## config.mk

```make
export PLATFORM = sky130hd
export DESIGN_NAME = bcd_tick_counter
export DESIGN_NICKNAME = d
export VERILOG_FILES = /design/src/rtl/bcd_pkg.sv /design/src/rtl/bcd_digit.sv /design/src/rtl/bcd_tick_counter.sv
export SDC_FILE = /design/constraint.sdc
export NUM_CORES = 1
export LEC_CHECK = 0
export CAP_MARGIN = 20
export CORE_ASPECT_RATIO = 0.9
export CORE_UTILIZATION = 55
export CTS_BUF_LIST = sky130_fd_sc_hd__clkbuf_8
export DETAILED_ROUTE_END_ITERATION = 12
export HOLD_SLACK_MARGIN = 0.06
export PLACE_DENSITY = 0.88
export SETUP_SLACK_MARGIN = 0.15
export SLEW_MARGIN = 20
export SYNTH_ARGS = -nofsm -noshare
export SYNTH_HDL_FRONTEND = slang
export SYNTH_SLANG_ARGS = --single-unit
```

## constraint.sdc

```tcl
create_clock -name clk -period 5.2 [get_ports clk]
set_clock_uncertainty 0.05 [all_clocks]
set_input_delay 1.04 -clock clk [delete_from_list [all_inputs] [get_ports clk]]
set_output_delay 1.04 -clock clk [all_outputs]
set_load 0.005 [all_outputs]
```

## src/rtl/bcd_pkg.sv

```systemverilog
// Shared BCD constants and the load-value clamp used by the tick counter.
package bcd_pkg;
  localparam int         BCD_W   = 4;
  localparam logic [3:0] BCD_MAX = 4'd9;
  localparam logic [3:0] BCD_MIN = 4'd0;

  function automatic logic [BCD_W-1:0] bcd_clamp(input logic [BCD_W-1:0] d);
    return (d > BCD_MAX) ? BCD_MAX : d;
  endfunction
endpackage

```

## src/rtl/bcd_digit.sv

```systemverilog
// One combinational BCD digit stepper; chained so carry/borrow ripples in one cycle.
module bcd_digit
  import bcd_pkg::*;
(
  input  logic [BCD_W-1:0] digit,
  input  logic             up_dn,
  input  logic             carry_in,
  output logic [BCD_W-1:0] digit_nxt,
  output logic             carry_out
);
  always_comb begin
    digit_nxt = digit;
    carry_out = 1'b0;
    if (carry_in) begin
      if (up_dn) begin
        if (digit >= BCD_MAX) begin
          digit_nxt = BCD_MIN;
          carry_out = 1'b1;
        end else begin
          digit_nxt = digit + 4'd1;
        end
      end else if (digit == BCD_MIN) begin
        digit_nxt = BCD_MAX;
        carry_out = 1'b1;
      end else begin
        digit_nxt = digit - 4'd1;
      end
    end
  end
endmodule

```

## src/rtl/bcd_tick_counter.sv

```systemverilog
// Multi-digit BCD up/down counter stepped by synchronized rising edges of tick_in.
module bcd_tick_counter
  import bcd_pkg::*;
#(
  parameter int DIGITS      = 4,
  parameter int SYNC_STAGES = 2
) (
  input  logic                  clk,
  input  logic                  rst,
  input  logic                  tick_in,
  input  logic                  en,
  input  logic                  up_dn,
  input  logic                  load,
  input  logic [4*DIGITS-1:0]   load_val,
  output logic [4*DIGITS-1:0]   count,
  output logic                  wrap,
  output logic                  step
);
  logic [SYNC_STAGES-1:0]           sync_q, sync_d;
  logic [SYNC_STAGES-1:0]           vld_pipe_q, vld_pipe_d;
  logic                             hist_q, hist_d;
  logic                             armed_q, armed_d;
  logic                             step_q, step_d;
  logic                             wrap_q, wrap_d;
  logic [DIGITS-1:0][BCD_W-1:0]     count_q, count_d;
  logic [DIGITS-1:0][BCD_W-1:0]     digit_nxt;
  logic [DIGITS:0]                  carry;
  logic                             tick_s, tick_vld;

  assign tick_s   = sync_q[SYNC_STAGES-1];
  // vld_pipe marks when the synchronizer holds a real post-reset sample,
  // so the reset-cleared zeros cannot arm the edge detector.
  assign tick_vld = vld_pipe_q[SYNC_STAGES-1];

  always_comb begin
    sync_d     = {sync_q[SYNC_STAGES-2:0], tick_in};
    vld_pipe_d = {vld_pipe_q[SYNC_STAGES-2:0], 1'b1};
    hist_d     = tick_s;
    armed_d    = armed_q | (tick_vld & ~tick_s);
    step_d     = armed_q & tick_s & ~hist_q;
  end

  assign carry[0] = 1'b1;
  for (genvar g = 0; g < DIGITS; g++) begin : g_dig
    bcd_digit u_dig (
      .digit     (count_q[g]),
      .up_dn     (up_dn),
      .carry_in  (carry[g]),
      .digit_nxt (digit_nxt[g]),
      .carry_out (carry[g+1])
    );
  end

  always_comb begin
    count_d = count_q;
    wrap_d  = 1'b0;
    if (load) begin
      for (int i = 0; i < DIGITS; i++)
        count_d[i] = bcd_clamp(load_val[i*BCD_W +: BCD_W]);
    end else if (step_q && en) begin
      count_d = digit_nxt;
      wrap_d  = carry[DIGITS];
    end
  end

  always_ff @(posedge clk or negedge rst) begin
    if (!rst) begin
      sync_q     <= '0;
      vld_pipe_q <= '0;
      hist_q     <= 1'b0;
      armed_q    <= 1'b0;
      step_q     <= 1'b0;
      wrap_q     <= 1'b0;
      count_q    <= '0;
    end else begin
      sync_q     <= sync_d;
      vld_pipe_q <= vld_pipe_d;
      hist_q     <= hist_d;
      armed_q    <= armed_d;
      step_q     <= step_d;
      wrap_q     <= wrap_d;
      count_q    <= count_d;
    end
  end

  assign count = count_q;
  assign wrap  = wrap_q;
  assign step  = step_q;
endmodule

```

# Word-level counts from Yosys, hierarchy flattened
# Cells that the tools add are included.
# Widths: inputs -> output; s select.
totals:
  out_inout_bits: 18
  wordCells: 82
  regBits: 24
classes:
  n_bitwise: 6
  mux: 38
  n_reduce_logical: 12
  add_sub_neg: 8
  magnitude_cmp: 8
op_table:
  columns: ["operator", "n"]
  rows:
  - ["$mux 4", 19]
  - ["$mux 16", 2]
  - ["$mux 1", 17]
  - ["$add 4x1->4 const B", 4]
  - ["$ge 4x4->1 const B", 4]
  - ["$gt 4x4->1 const B", 4]
  - ["$logic_not 4->1", 4]
  - ["$sub 4x1->4 const B", 4]
  - ["$reduce_bool 2->1", 4]
  - ["$reduce_and 2->1", 3]
  - ["$and 1x1->1", 3]
  - ["$not 1->1", 2]
  - ["$logic_and 1x1->1", 1]
  - ["$or 1x1->1", 1]

# Depth between registers and ports, before layout
logic_depth:
  word_depth: 8
  mapped_depth: 7

# By module
# A second synthesis with hierarchy kept.
hier_totals:
  cells_unflattened: 242
  area_unflattened_um2: 2203.4
modules_own_cells:
  columns: ["mod", "n_inst", "seq_area_each_um2", "area_per_inst_um2", "cells_per_inst"]
  rows:
  - ["bcd_digit", 4, 0.0, 290.3, 38]
  - ["bcd_tick_counter", 1, 600.6, 1042.2, 90]

# Worst setup path before layout
# No wires, ideal clock.
synth_path:
  kind: "input to register"
  start: "input up_dn"
  end: "register count_q (netlist bit count[15])"
  setup_time_ns: 0.134
  path_stages: 5
  slack_ns: 2.739
  t_arrival_ns: 2.277
  path_cell_list: "buf_2 > or4_1 > and2_1 > a2111oi_4 > o32ai_1"
synth_between:
  elab_chain_cells: 5
  elab_cells_between_ends: 11
synth_rtl:
  columns: ["element", "line", "source"]
  rows:
  - ["from (decl)", "bcd_tick_counter.sv:12", "input logic up_dn,"]
  - ["$mux 1", "bcd_digit.sv:15", "if (up_dn) begin"]
  - ["$mux 1 (2 in series)", "bcd_digit.sv:14", "if (carry_in) begin"]
  - ["$reduce_bool 2->1 (no line)", null, null]
  - ["$reduce_and 2->1 (no line)", null, null]
  - ["to (signal assigned)", "bcd_tick_counter.sv:82", "count_q <= count_d;"]
  - ["to (decl)", "bcd_tick_counter.sv:25", "logic [DIGITS-1:0][BCD_W-1:0] count_q, count_d;"]
# Parallel ways exist; a longest one is shown, timed or not. The select of a mux whose other input is x is not followed.
# A chain may end at the register's enable or synchronous reset.

# Worst setup path in the final report
layout_path:
  start: "input up_dn"
  end: "register wrap_q (netlist: wrap)"
layout_between:
  elab_chain_cells: 6
  elab_cells_between_ends: 9
layout_rtl:
  columns: ["element", "line", "source"]
  rows:
  - ["$mux 1", "bcd_digit.sv:15", null]
  - ["$mux 1 (2 in series)", "bcd_digit.sv:14", null]
  - ["$mux 1 (*)", "bcd_digit.sv:14", null]
  - ["$mux 1 (*)", "bcd_tick_counter.sv:60", "end else if (step_q && en) begin"]
  - ["$mux 1 (*)", "bcd_tick_counter.sv:57", "if (load) begin"]
  - ["via wrap_d", "bcd_tick_counter.sv:24", "logic wrap_q, wrap_d;"]
  - ["to (signal assigned)", "bcd_tick_counter.sv:81", "wrap_q <= wrap_d;"]
  - ["to (decl)", "bcd_tick_counter.sv:24", null]
# Mark *: on every way through the listed nets, which the timed path passes. The rest lies on a longest branch.

==> summary.md <==
| Metric | Value |
|---|---|
| DIE HEIGHT | 60.1 µm |
| RSZ-0062 raised after global routing | false |
| Avg Inst Size Synth | about 8.8 µm² |
| Starting density of the core | 59.2% |
| Synth Warn # | 0 |
| Part of the Yosys area used for sequential elements | 29.1% |
| Worst Hold End | sync_q[1] |
| Mapped Nets | 270 |
| # hold bufs at CTS | 0 |
| Largest stage delay, worst path | between 0.7 and 0.8 ns |
| Flop pwr share | 39.5% |
| Worst Max-Slew Pin Slew | 0.577 ns |
| FF+latch count, synth | 24 |
| Tcrit/Tclk final | 60.2% |
| Area occupied by multi-input gates | 1300 µm² |
| Main synth FF type | dfrtp_1 |
| Max clock buf depth | 2 |
| All-layer global routing usage | 26.9% |
| Sequential cell area | about 600 µm² |
| Post-synth ARST share | 100% |
| Count of TritonRoute iterations in the first routing pass | 5 |
| # fillers | between 200 and 300 |
| Register-to-Register Path Depth | 6 |
| Fmax | between 300 and 400 MHz |
| Num ports | 40 |
| Clock-pin slew on the worst setup and hold paths | 0.09 ns |
| CP arrival | about 3.3 ns |
| Final Max Tran Viols | 0 |
| Worst-skew pair later-pin latency | 0.27 ns |
| Critical path data required time | 5.32 ns |
| CTS buffer count | 3 |
| DRC | 0 |
| Vias in the first global route | 1738 |
| Kind of critical path | in2reg |
| Cell Area, Placed | 2430 µm² |
| Post-synth EDFFs | 0 |
| Clock sink count | 24 |
| Status | complete, no violations |
| Buffers & Inverters on Critical Path | 2 |
| HPWL after DPL | around 3.4 mm |
| Crit path launch type | input port |
| Post-cts repair resize count | 0 |
| Final setup TNS | 0 ns |
| Clock Power Share | ~27% |
| Critical Path Sink Type | register |
| Gate power share | 33.3% |
| Max VDD drop | about 0.00022 V |
| Via count | approximately 2000 |
| Nets | 299 |
| Port bufs | 39 |
| Setup Buffers After CTS | 0 |
| Leading area contributor after synthesis | dfrtp_1 |
| Worst slew margin | roughly 61% |
| P&R area growth vs syn | 20.9% |
| Row count | 20 |
| Library cells used by synthesis | 53 |
| Hold slack | just over 0.3 ns |
| Die area | around 4000 µm² |
| Largest net degree at the start of global routing | 30 |
| GP Congestion | 0.876 |
| Final instance area | 2490 µm² |
| Post-Synthesis Cells | 235 |
| Routed Antenna Nets | 0 |
| CTS tree | built |
| Die X | 66.5 µm |
| Most frequent cells after synthesis | 24 x dfrtp_1, 22 x a21oi_1, 16 x inv_1, 16 x nor2_1 |
| R2r setup slk | 2.71 ns |
| Share of the synthesized area in the top cell type | 29.1% |
| Tmin final | approximately 3.1 ns |
| Max FO, Critical Path | 18 |
| Pleak | 0.941 nW |
| Reg-to-reg endpoint | count[4] |
| CP cell instances | clkdlybuf4s50_1 -> buf_4 -> nor4b_1 -> a31oi_1 -> a2bb2oi_1 -> nor4_1 |
| Setup violators final | 0 |
| Root Driver | clkbuf_8 |
| WL/cell | about 16 µm |
| Switching Fraction | 33.5% |
| Hold depth | 0 |
| Grt total ovfl | 0 |
| Initial antenna violation count | 0 |
| Placeable Area | 3480 µm² |
| Worst Min Path Start | sync_q[0] |
| Vias per cell | 6.46 |
| Max Cap Viol | 0 |
| Post-synthesis cell area | ~2000 µm² |
| Pwr Density | roughly 250 nW/µm² |
| Final hold viol count | 0 |
| Crit Reg-Reg Startpoint | count[0] |
| Switching power | between 200 and 250 µW |
| Leading post-synthesis cells by cell area | dfrtp_1 29%, ha_1 7.9%, a21oi_1 5.3% |
| Min-Delay Path Class | reg2reg |
| Crit-path leading delay family | buffers and inverters |
| Most frequent cell after synthesis | dfrtp_1 |
| Slowest stage cell, crit path | clkdlybuf4s50_1 |
| P_int | 414 µW |
| ANT cells | 0 |
| Pwr Total | 622 µW |
| Share of cells above drive strength 1 | 8.37% |
| 1st-iter DRT viols | 317 |
| Max H-tree Level | 1 |
| First-pass GRT wire length | ~8.2 mm |
| Routed wire length | 5.03 mm |
flip-flops by register name, indices dropped and copies added (netlist names):
name        flops
armed_q         1
count          16
hist_q          1
step            1
sync_q          2
vld_pipe_q      2
wrap            1
logic make-up (layout without fill, tap and decap cells):
group / Yosys count / after routing / synth area share (%)
other: 1 / 1 / 0.182
buffers and inverters: 35 / 63 / 7.89
adder cells (fa/ha/maj): 13 / 13 / 7.89
AND/OR/NAND/NOR: 70 / 70 / 20.3
multiplexers: 3 / 3 / 1.46
XOR/XNOR: 3 / 3 / 1.28
AO/OA/AOI/OAI: 86 / 86 / 31.8
flip-flops: 24 / 24 / 29.1
how the worst max path moves through the flow:
stage / start / endpoint / depth (start not counted)
after CTS: up_dn / wrap / 6
after detailed placement: up_dn / wrap / 6
after floorplan: up_dn / count[15] / 5
final: up_dn / wrap / 6
after global placement: up_dn / count[11] / 6
after global routing: up_dn / wrap / 6
placed cells by master (no fill, tap or decap), types with 4 or more instances in the layout:
cell	instances
a21oi_1	22
a221oi_1	4
clkdlybuf4s50_1	38
dfrtp_1	24
ha_1	13
inv_1	16
nand2_1	10
nand2b_1	4
nand3_1	5
nand3b_1	7
nand4_1	4
nor2_1	16
nor4b_1	5
o21a_1	4
o21ai_0	13
o31ai_1	11
routing by layer:
layer	part of all wire [%]	GRT usage, %	vias to the layer above
li1	-	-	934
met1	42	35.6	924
met2	48	45.8	117
met3	8.4	5.53	8
met4	0.80	5.47	0
met5	0	0	-
cell type report:
type | instances | area share, %
repair buffers | 41 | 16.1
clock inverters | 1 | 1.20
inverters | 18 | 2.71
flip-flops and latches | 24 | 24.1
clock buffers | 3 | 1.66
well taps | 44 | 2.21
multi-input cells | 176 | 52.1
through the flow:
step	cells	worst slack [ns]	utilization [%]
global placement	303	1.94	69.7
detailed placement	303	1.85	69.7
CTS	307	2.11	71.8
floorplan	235	2.74	-
global route	307	1.96	71.7
finish	307	2.07	71.7
power by group through the flow:
| stage | clock (mW) | sequential [mW] | combinational [mW] |
|---|---|---|---|
| floorplan | 0 | 0.229 | 0.145 |
| global placement | 0 | 0.247 | 0.199 |
| detailed placement | 0 | 0.248 | 0.203 |
| CTS | 0.170 | 0.245 | 0.207 |
| global route | 0.177 | 0.250 | 0.228 |
| finish | 0.169 | 0.246 | 0.207 |
No activity file was read; power rests on OpenSTA's default activity.
